**config.mk**
```make
export PLATFORM = sky130hd
export DESIGN_NAME = irq_encoder8
export DESIGN_NICKNAME = d
export VERILOG_FILES = /design/src/rtl/irq_encoder8.sv
export SDC_FILE = /design/constraint.sdc
export NUM_CORES = 1
export LEC_CHECK = 0
export BUFFER_PORTS_ARGS = -buffer_cell sky130_fd_sc_hd__buf_4
export CAP_MARGIN = 30
export CELL_PAD_IN_SITES_DETAIL_PLACEMENT = 0
export CELL_PAD_IN_SITES_GLOBAL_PLACEMENT = 2
export CORE_MARGIN = 2
export CORE_UTILIZATION = 29
export CTS_BUF_LIST = sky130_fd_sc_hd__clkbuf_4 sky130_fd_sc_hd__clkbuf_8
export DETAILED_ROUTE_END_ITERATION = 10
export PLACE_DENSITY_LB_ADDON = 0.1
export SYNTH_ARGS = -nofsm -noshare
export SYNTH_HDL_FRONTEND = slang
export SYNTH_SLANG_ARGS = --single-unit
export TNS_END_PERCENT = 10
```
**constraint.sdc**
```tcl
create_clock -name clk -period 1.9 [get_ports clk]
set_clock_uncertainty 0.15 [all_clocks]
set_input_delay 0.19 -clock clk [delete_from_list [all_inputs] [get_ports clk]]
set_output_delay 0.19 -clock clk [all_outputs]
set_load 0.005 [all_outputs]
```
**src/rtl/irq_encoder8.sv**
```systemverilog
// 8-input interrupt request encoder: pending capture, masking, fixed-priority
// selection and a valid/ack handshake presenting the chosen 3-bit index.
module irq_encoder8 #(
  parameter logic [7:0] EDGE       = 8'h00,
  parameter bit         HIGH_FIRST = 1'b0
) (
  input  logic       clk,
  input  logic       reset_n,
  input  logic [7:0] req,
  input  logic       mask_we,
  input  logic [7:0] mask_din,
  input  logic       ack,
  output logic       valid,
  output logic [2:0] vector,
  output logic [7:0] pending,
  output logic [7:0] mask
);

  localparam int unsigned N  = 8;
  localparam int unsigned IW = 3;

  typedef enum logic {
    IDLE    = 1'b0,
    PRESENT = 1'b1
  } state_t;

  state_t        state;
  state_t        state_nxt;
  logic [N-1:0]  req_q;
  logic [N-1:0]  set_c;
  logic [N-1:0]  clr_c;
  logic [N-1:0]  cand_c;
  logic [IW-1:0] pick_c;
  logic          load_c;

  // Edge bits only set on a 0->1 transition of the sampled request.
  assign set_c  = req & ~(EDGE & req_q);
  assign cand_c = pending & mask;
  assign valid  = (state == PRESENT);

  // Fixed-priority pick; the last hit in scan order wins.
  always_comb begin
    pick_c = '0;
    if (HIGH_FIRST) begin
      for (int i = 0; i < int'(N); i++) begin
        if (cand_c[i]) pick_c = IW'(i);
      end
    end else begin
      for (int i = int'(N) - 1; i >= 0; i--) begin
        if (cand_c[i]) pick_c = IW'(i);
      end
    end
  end

  always_ff @(posedge clk or negedge reset_n) begin
    if (!reset_n) begin
      state <= IDLE;
    end else begin
      state <= state_nxt;
    end
  end

  always_comb begin
    state_nxt = state;
    case (state)
      IDLE:    if (cand_c != '0) state_nxt = PRESENT;
      PRESENT: if (ack) state_nxt = IDLE;
      default: state_nxt = IDLE;
    endcase
  end

  always_comb begin
    load_c = 1'b0;
    clr_c  = '0;
    case (state)
      IDLE:    load_c = (cand_c != '0);
      PRESENT: if (ack) clr_c = N'(1) << vector;
      default: ;
    endcase
  end

  // Set has priority over clear so a re-asserting request is never lost.
  always_ff @(posedge clk or negedge reset_n) begin
    if (!reset_n) begin
      vector  <= '0;
      pending <= '0;
      mask    <= '0;
      req_q   <= '0;
    end else begin
      if (load_c) vector <= pick_c;
      pending <= (pending & ~clr_c) | set_c;
      if (mask_we) mask <= mask_din;
      req_q <= req;
    end
  end

endmodule

```
**Word level (Yosys, flattened, before mapping)**

Index checks and enable logic that the tools add are counted.

- Shifts and indexed selects: 1
- Mux-type cells: 14
- Bitwise gates (word level): 5
- Reduce and logical (&&, ||, !) cells: 1

Operator list:

| operator | count |
|---|---|
| two-way mux 3 bit | 8 |
| bitwise AND 8 bit | 2 |
| two-way mux 8 bit | 2 |
| inverter 8 bit | 1 |
| OR 8 bit | 1 |
| nonzero test 8 bit | 1 |
| left shift 1 x 3 -> 8 bit (first input constant) | 1 |
| two-way mux 1 bit | 3 |
| one-hot mux 1 bit (2 select lines) | 1 |
| inverter 1 bit | 1 |

- Bits in registers: 20
- Input port bits: 20
- Output and inout port bits: 20

**Logic depth before layout (Yosys ltp)**

- Depth in word-level cells: 9
- Mapped depth: 4
- Depth with buffers taken out: 4

**Worst setup path after synthesis**

Ideal clock, no wire load.

- Path type: reg2reg
- Start: reg mask[5]
- End: reg vector[0]
- Arrival: 1196 ps
- Slack: 433 ps
- Stages on the path, launching flop included: 5
- Cells stage by stage: dfrtp_1 -> a22o_4 -> nor4_4 -> a211oi_1 -> a22o_1

- Cells in the longest elaborated chain, start to end: 7

RTL lines:

| what | line | text |
|---|---|---|
| start: declaration | 16 | `output logic [7:0] mask` |
| start signal: assignment | 92 | `if (mask_we) mask <= mask_din;` |
| bitwise AND 8 bit * | 38 | `assign cand_c = pending & mask;` |
| two-way mux 3 bit (6 in series) | 50 | `if (cand_c[i]) pick_c = IW'(i);` |
| end signal: assignment | 90 | `if (load_c) vector <= pick_c;` |
| end: declaration | 14 | `output logic [2:0] vector,` |

Every way passes the cells marked *; elsewhere a longest branch is shown, timed or not.
A chain may end at the register's enable or synchronous reset.

**Final worst setup path**

Same ends and word-level chain as after synthesis.

==> results_dict.tcl <==
set metrics [dict create \
    status "complete, no violations" \
    slew_viol_final 0 \
    core-area_um2 3000 \
    clk_root_buffer_cell "clkbuf_4" \
    globalRouteOverflowTotal 0 \
    drt-wirelength-per-cell_um 13.9 \
    globalplace.congestion 0.799 \
    worstSetupStartpointType "flip-flop" \
    most_frequent_cells_in_the_layout "buf_4 (39), dfrtp_1 (20), dlygate4sd3_1 (18), o21ai_0 (10), nand2b_1 (9)" \
    layout_commonest_cell "buf_4" \
    critical_path_top_delay_cell "dfrtp_1" \
    hp-class "in2reg" \
    critical_path.max_stage_delay_ns 0.44 \
    drt_pass1_iterations 3 \
    drt-vias-per-instance 4.74 \
    num-fill-cells 309 \
    insertedDiodeCount 0 \
    fin_area_um2 1440 \
    flow.area_growth_from_synthesis_pct 60.9 \
    clock_path_buffers 2 \
    finalCoreUtilization 0.481 \
    fp.dieW_um 59.6 \
    critical_path_required_ns 1.94 \
    rows 20 \
    max_cap_violations 0 \
    post_synth_instance_area_um2 897 \
    cts.clk_slew.worst_paths_ns 0.11 \
    maximum_achievable_frequency_mhz 646 \
    synth.top_cell.area_share 0.558 \
    cts.htree.levels 1 \
    timing.critical_path.to_type "flip-flop" \
    yosys_warnings 0 \
    ioPinCount 40 \
    nNetsFinal 158 \
    finalCriticalPeriod_ns 1.55 \
    path_class "reg2reg" \
    layout-drive-gt1-share 0.387 \
    hold-worst-slack_ns 0.0797 \
    cellPowerDensity_nw_per_um2 906 \
    port_buffers 39 \
    wl_mm 2.36 \
    syn_area_per_cell_um2 11.7 \
    antenna_violating_nets_post_route 0 \
    die_y_um 59.6 \
    hold-path-cell-count 2 \
    place.detailed.hpwl_mm 1.74 \
    power.leakage_nw 0.633 \
    clk-insertion-delay-late_ns 0.30 \
    worst_slew_pin_slew_ns 0.248 \
    synth_fp_nets 97 \
    synth_top_area_cell "dfrtp_1" \
    grt_util_all_layers 0.148 \
    vias 806 \
    timing.slew.headroom 0.833 \
    tritoncts "built" \
    design.die.area_um2 3550 \
    cts_hold_buf 18 \
    cts-buffers-inserted 3 \
    numClockSinks 20 \
    number_of_antenna_violations_at_the_first_check_in_global_routing 0 \
    worst_ep_arrival_time_ns 1.59 \
    synth_seq_cells 20 \
    synth_seq_area_share 0.558 \
    post-cts-setup-buffer-count 0 \
    netlist_instances 77 \
    timing_hold_violations_final 0 \
    pin_count_of_the_biggest_net_entering_global_routing 21 \
    placed_area_um2 1230 \
    netlist-cell-type-count 20 \
    post-route-period-util 0.815 \
    unrepaired_setup_endpoints_after_global_routing "false" \
    setup-tns-final_ns 0 \
    ys_top_cells_by_area "dfrtp_1 (56%), mux2_2 (10%), nand2b_1 (6.3%)" \
    rr_worst_depth 4 \
    maximum_fanout_encountered_on_the_critical_timing_path 4 \
    starting_utilization_of_the_core_area 0.299 \
    setup_viol 0 \
    initial_drt_markers 49 \
    via_count_of_the_first_global_routing_pass 843 \
    irDropWorstVdd_mv 0.574 \
    drt_drc_violations_left 0 \
    post_cts_gate_resize_count 0 \
    grt_first_pass_wirelength_mm 3.88 \
    crit_path_cell_trace "a22o_4 > nor4_4 > a211oi_1 > a22o_1" \
]
layer usage:
layer,vias up,global-route usage,share of wire
li1,399,-,-
met1,379,0.200,0.47
met2,26,0.234,0.46
met3,2,0.0459,0.056
met4,0,0.0286,0.0072
met5,-,0,0
power by group:
part / internal (mW) / switching [mW] / leakage [nW]
clock network: 0.117 / 0.126 / 0.0210
logic: 0.257 / 0.183 / 0.398
registers: 0.506 / 0.118 / 0.213
per-stage QoR:
stage               cells  total power [mW]  worst slack [ns]
detailed placement    148              1.05             0.383
floorplan              77             0.812             0.433
global route          170              1.41             0.290
finish                170              1.31             0.351
CTS                   170              1.33             0.353
global placement      148              1.05             0.416
cells in the mapped netlist:
cell type  number
nand2_1         7
a31oi_1         1
o21a_1          1
nand2b_1        9
o31ai_1         2
or2_1           1
clkbuf_1        1
dfrtp_1        20
mux2_2          8
nor4_4          1
nand3b_1        1
a211oi_1        1
inv_1           2
a22o_1          4
o21ai_0        10
a21oi_1         1
nand3_1         1
nor2_1          3
a32oi_1         2
a22o_4          1
final timing paths:
| check | start | to | slack, ns |
|---|---|---|---|
| max reg2reg | mask[5]$_DFFE_PN0P_ | vector[0]$_DFFE_PN0P_ | 0.35 |
| min reg2reg | vector[2]$_DFFE_PN0P_ | vector[2]$_DFFE_PN0P_ | 0.42 |
| min in group asynchronous | reset_n | mask[0]$_DFFE_PN0P_ | 0.14 |
| max in group asynchronous | reset_n | pending[7]$_DFF_PN0_ | 1.25 |
| max | mask[5]$_DFFE_PN0P_ | vector[0]$_DFFE_PN0P_ | 0.35 |
| min | mask_we | mask[1]$_DFFE_PN0P_ | 0.08 |
cells by family (layout without fill, tap and decap cells):
| family | count (synthesis) | count (layout) | share of synthesized area |
|---|---|---|---|
| multiplexers | 8 | 8 | 0.100 |
| flip-flops | 20 | 20 | 0.558 |
| AO/OA/AOI/OAI | 23 | 23 | 0.180 |
| buffers and inverters | 3 | 63 | 0.0126 |
| AND/OR/NAND/NOR | 23 | 23 | 0.149 |
state kept, by name (all words and copies together) (netlist names):
signal / count
mask: 8
pending: 8
vector: 3
valid: 1
cell type report:
cell class,instances,area [µm²],area share
flip-flops and latches,20,500,0.347
repair buffers,57,473,0.328
multi-input cells,54,385,0.267
well taps,33,41.3,0.0286
clock buffers,4,36.3,0.0251
inverters,2,7.51,0.00520
worst max-delay path, delay by kind of cell (launching register included):
family             cells  cell delay, ns
and+or+nand+nor        1            0.28
DFF                    1            0.44
AOI/OAI and AO/OA      3            0.58
Note: power is estimated with default switching activity, not from simulation.
